File: src/rtl/fib_seq_ctrl.sv
// Fibonacci fill sequencer: seeds entries 0/1 of a 64x32 register file, then
// fills 2..LAST with data[i] = data[i-2] + data[i-1] using only the file's ports.
module fib_seq_ctrl #(
    parameter int ADDR_W = 6,
    parameter int DATA_W = 32,
    parameter int LAST   = 63
) (
    input  logic              clk,
    input  logic              rst,
    input  logic              start,
    input  logic [DATA_W-1:0] seed0,
    input  logic [DATA_W-1:0] seed1,
    output logic [ADDR_W-1:0] rAddr,
    input  logic [DATA_W-1:0] rDout,
    output logic [ADDR_W-1:0] wAddr,
    output logic [DATA_W-1:0] wDin,
    output logic              wEna,
    output logic              busy,
    output logic              done,
    output logic              overflow,
    output logic [DATA_W-1:0] last_val
);

    localparam logic [2:0] S_IDLE  = 3'd0;
    localparam logic [2:0] S_SEED0 = 3'd1;
    localparam logic [2:0] S_SEED1 = 3'd2;
    localparam logic [2:0] S_RD_A  = 3'd3;
    localparam logic [2:0] S_RD_B  = 3'd4;
    localparam logic [2:0] S_WR    = 3'd5;
    localparam logic [2:0] S_DONE  = 3'd6;

    localparam logic [ADDR_W-1:0] IDX_FIRST = ADDR_W'(2);
    localparam logic [ADDR_W-1:0] IDX_LAST  = ADDR_W'(LAST);

    logic [2:0]        state;
    logic [ADDR_W-1:0] idx;
    logic [DATA_W-1:0] reg_a;
    logic [DATA_W-1:0] reg_b;
    logic [DATA_W-1:0] seed0_q;
    logic [DATA_W-1:0] seed1_q;
    logic              overflow_q;
    logic [DATA_W-1:0] last_q;
    logic [DATA_W:0]   sum_full;

    // The extra top bit is the carry-out that feeds the sticky overflow flag.
    assign sum_full = {1'b0, reg_a} + {1'b0, reg_b};

    always_comb begin
        rAddr = '0;
        wAddr = '0;
        wDin  = '0;
        wEna  = 1'b0;
        case (state)
            S_SEED0: begin
                wEna = 1'b1;
                wDin = seed0_q;
            end
            S_SEED1: begin
                wEna  = 1'b1;
                wAddr = ADDR_W'(1);
                wDin  = seed1_q;
            end
            S_RD_A: rAddr = idx - ADDR_W'(2);
            S_RD_B: rAddr = idx - ADDR_W'(1);
            S_WR: begin
                wEna  = 1'b1;
                wAddr = idx;
                wDin  = sum_full[DATA_W-1:0];
            end
            default: ;
        endcase
    end

    assign busy     = (state != S_IDLE) && (state != S_DONE);
    assign done     = (state == S_DONE);
    assign overflow = overflow_q;
    assign last_val = last_q;

    always_ff @(posedge clk) begin
        if (rst) begin
            state      <= S_IDLE;
            idx        <= IDX_FIRST;
            reg_a      <= '0;
            reg_b      <= '0;
            seed0_q    <= '0;
            seed1_q    <= '0;
            overflow_q <= 1'b0;
            last_q     <= '0;
        end else begin
            case (state)
                S_IDLE: begin
                    if (start) begin
                        seed0_q    <= seed0;
                        seed1_q    <= seed1;
                        idx        <= IDX_FIRST;
                        overflow_q <= 1'b0;
                        state      <= S_SEED0;
                    end
                end
                S_SEED0: begin
                    last_q <= seed0_q;
                    state  <= S_SEED1;
                end
                S_SEED1: begin
                    last_q <= seed1_q;
                    state  <= S_RD_A;
                end
                S_RD_A: begin
                    reg_a <= rDout;
                    state <= S_RD_B;
                end
                S_RD_B: begin
                    reg_b <= rDout;
                    state <= S_WR;
                end
                S_WR: begin
                    last_q     <= sum_full[DATA_W-1:0];
                    overflow_q <= overflow_q | sum_full[DATA_W];
                    if (idx == IDX_LAST) begin
                        state <= S_DONE;
                    end else begin
                        idx   <= idx + ADDR_W'(1);
                        state <= S_RD_A;
                    end
                end
                S_DONE:  state <= S_IDLE;
                default: state <= S_IDLE;
            endcase
        end
    end

endmodule

File: config.mk
export PLATFORM = sky130hd
export DESIGN_NAME = fib_seq_ctrl
export DESIGN_NICKNAME = d
export VERILOG_FILES = /design/src/rtl/fib_seq_ctrl.sv
export SDC_FILE = /design/constraint.sdc
export NUM_CORES = 1
export LEC_CHECK = 0
export BUFFER_PORTS_ARGS = -buffer_cell sky130_fd_sc_hd__buf_2
export CAP_MARGIN = 20
export CORE_MARGIN = 4
export CORE_UTILIZATION = 55
export DETAILED_ROUTE_END_ITERATION = 8
export PLACE_DENSITY_LB_ADDON = 0.12
export RECOVER_POWER = 25
export SETUP_SLACK_MARGIN = 0.5
export SLEW_MARGIN = 20
export SYNTH_ARGS = -nofsm -noshare
export SYNTH_HDL_FRONTEND = slang
export SYNTH_SLANG_ARGS = --single-unit
File: constraint.sdc
create_clock -name clk -period 6.9 [get_ports clk]
set_input_delay 1.38 -clock clk [delete_from_list [all_inputs] [get_ports clk]]
set_output_delay 1.38 -clock clk [all_outputs]
set_load 0.005 [all_outputs]
==> run metrics <==
CTS Hold Bufs=0; leakage=4.32 nW; Worst slew margin=-81.3%; leading area contributor after synthesis=dfxtp_1; kind of critical path=reg2out; # nets final=1,415; initial antenna violation count=0; Worst-Margin Slew=2.72 ns; wire length per cell=approximately 17 µm; vias per cell=around 5.8; setup repair after global routing missed its margin=false; # diodes=0; DR iter-0 viols=735; global-route wire length before repair=a little over 40,000 µm; # setup viols final=0; Synth async-reset ratio=0%; clock skew=roughly 0.011 ns; Hold Path Class=reg2reg; Worst Path Required=5.52 ns; worst setup margin=1.43 ns; vias in the first global route=8,027; die width=133 µm; ANT nets after route=0; Power Dens Cells=223 nW/µm²; core area=15,200 µm²; synth warn=0; H-tree depth=4; pre-CTS WS=2.76 ns; Reg-to-Reg Start=state[2]$_SDFFE_PP0P_; Yosys top cell area share=39.8%; placed wire-length estimate=17,900 µm; Setup Total Neg Slack=0 ns; Synthesized Nets=1,287; Startpoint Class=flip-flop; Area Overhead vs Synth=17.4%; failing checks=max-capacitance violations, max-slew violations; layout cell share with drive strength beyond 1=between 10% and 20%; # Post-CTS Setup Buffers=0; crit-path max FO=46; CTS Buf Count=17; total grt overflow=0; Max-Cap Viols=2; final core occ=66.0%; syn_area_per_cell=roughly 7.4 µm²; Arrival @ worst endpoint=4.09 ns; Final Hold Violating Endpoints=0; HP Start=seed0_q[31]$_SDFFE_PP0P_; Port Buffers=178; post-synthesis sequential area ratio=39.8%; CTS sink count=170; Gates resized, CTS repair=0; clock buffer depth=2; Crit. Startpoint=state[2]$_SDFFE_PP0P_; fmax=around 180 MHz; Vias=8,517; gr usage total=between 20% and 30%; Main synth FF type=dfxtp_1; CTS tree=built; worst skew pair latency=0.44 ns; Post-synth EDFFs=0; Mapped Cells=1,150; Cell Area, Synth=8550 µm²; hold_ws=around 0.45 ns; DRC viols=0; 1st-pass router iterations=6; max-slew violation count=between 100 and 150; Period Utilization, post-route=79.2%; most instantiated cells after synthesis=nand2_1, a21oi_1, dfxtp_1, nor2_1, clkbuf_1; Peak supply drop=0.235 mV; die area=17,600 µm²; Synth cell types=between 60 and 70; Period minus WS final=5.47 ns; largest net degree at the start of global routing=87; Yosys reg bits=170; outcome=finished with violations; Starting Density=a little under three fifths; Worst setup EP type=primary output; Chip Height=between 100 and 150 µm; clock-pin slew on the worst setup and hold paths=0.07 ns; Top Ports=~180; top area cells in the synthesized netlist=dfxtp_1, nand2_1, a21oi_1; GP Congestion=around 0.9; clock root buffer=clkbuf_16; Post-Route WL=25,200 µm; most frequent cell after synthesis=nand2_1; row count=45
worst max-delay path: stages (launching register included):
cell and delay (ns):
dfxtp_1 0.32, clkbuf_1 1.36, inv_1 0.59, nor3_1 0.33
buf_4 0.42, a22oi_1 0.12, o41ai_1 0.29, buf_2 0.19
metrics by stage:
| step | cell area [µm²] | std cells | power [W] |
|---|---|---|---|
| final | 10000 | 1479 | 0.00224 |
| after detailed placement | 9480 | 1447 | 0.00132 |
| after CTS | 10100 | 1479 | 0.00225 |
| after global routing | 10000 | 1479 | 0.00232 |
| after global placement | 9480 | 1447 | 0.00132 |
| after floorplan | 8550 | 1150 | 0.00122 |
registers in the layout, summed over array words and instances (netlist names):
signal    flops
reg_b        32
overflow      1
state         3
idx           6
seed0_q      32
reg_a        32
last_val     32
seed1_q      32
final cells by class:
cell class / count / area [µm²]
Timing Repair Buffer: 189 / 966
Clock inverter: 15 / 150
Clock buffer: 17 / 425
Inverter: 19 / 71.3
Fill cell: 1407 / 5160
Tap cell: 188 / 235
Sequential cell: 170 / 3400
Multi-Input combinational cell: 881 / 4790
final timing paths:
| check | endpoint | slack [ns] | cells after the start |
|---|---|---|---|
| worst min-delay path | seed0_q[31]$_SDFFE_PP0P_ | 0.45 | 2 |
| worst max-delay path | rAddr[4] | 1.43 | 7 |
| worst min register to register | seed0_q[31]$_SDFFE_PP0P_ | 0.45 | 2 |
| worst max register to register | overflow$_SDFFE_PP0P_ | 1.75 | 6 |
placed cells by master, fill, tap and decap left out, types with 4 or more instances in the layout:
cell type,count
o21a_1,4
xor2_1,8
nor2b_1,4
nand3_1,11
a21oi_1,199
inv_1,19
clkbuf_16,17
nand4_1,7
o21bai_1,6
ha_1,37
inv_6,5
o21ai_0,26
buf_2,175
a221oi_1,10
nand2_1,312
a21o_1,21
clkbuf_1,4
and3_1,11
a31oi_1,8
nand2b_1,9
a22oi_1,30
inv_8,4
nor3_1,12
xnor2_1,18
nor2_1,74
buf_4,10
a21oi_2,7
o22ai_1,13
dfxtp_1,170
where the power goes:
| part | internal (W) | switching (W) | leakage (nW) | total (W) |
|---|---|---|---|---|
| clock network | 0.000482 | 0.000458 | 0.278 | 0.000940 |
| registers | 0.00102 | 0.0000259 | 1.38 | 0.00105 |
| logic | 0.0000889 | 0.000160 | 2.66 | 0.000249 |
| total | 0.00160 | 0.000645 | 4.32 | 0.00224 |
metal layers:
layer | share of wire (%) | GRT usage [%] | routed length [µm] | up-vias
li1 | - | - | - | 4220
met4 | 1.5 | 7.45 | 378 | 0
met2 | 45 | 43.6 | 11200 | 303
met3 | 7.7 | 6.84 | 1950 | 32
met1 | 46 | 40.6 | 11600 | 3962
met5 | 0 | 0 | 0 | -
logic make-up (layout without fill, tap and decap cells):
| group | after synthesis | in the layout | share of synthesized area [%] |
|---|---|---|---|
| compound gates | 357 | 357 | 25.1 |
| xor+xnor | 26 | 26 | 2.66 |
| fa+ha+maj | 38 | 38 | 5.65 |
| buf+inv | 99 | 240 | 4.40 |
| flops | 170 | 170 | 39.8 |
| mux | 4 | 4 | 0.527 |
| simple gates | 456 | 456 | 21.9 |
No activity file was read; power rests on OpenSTA's default activity.
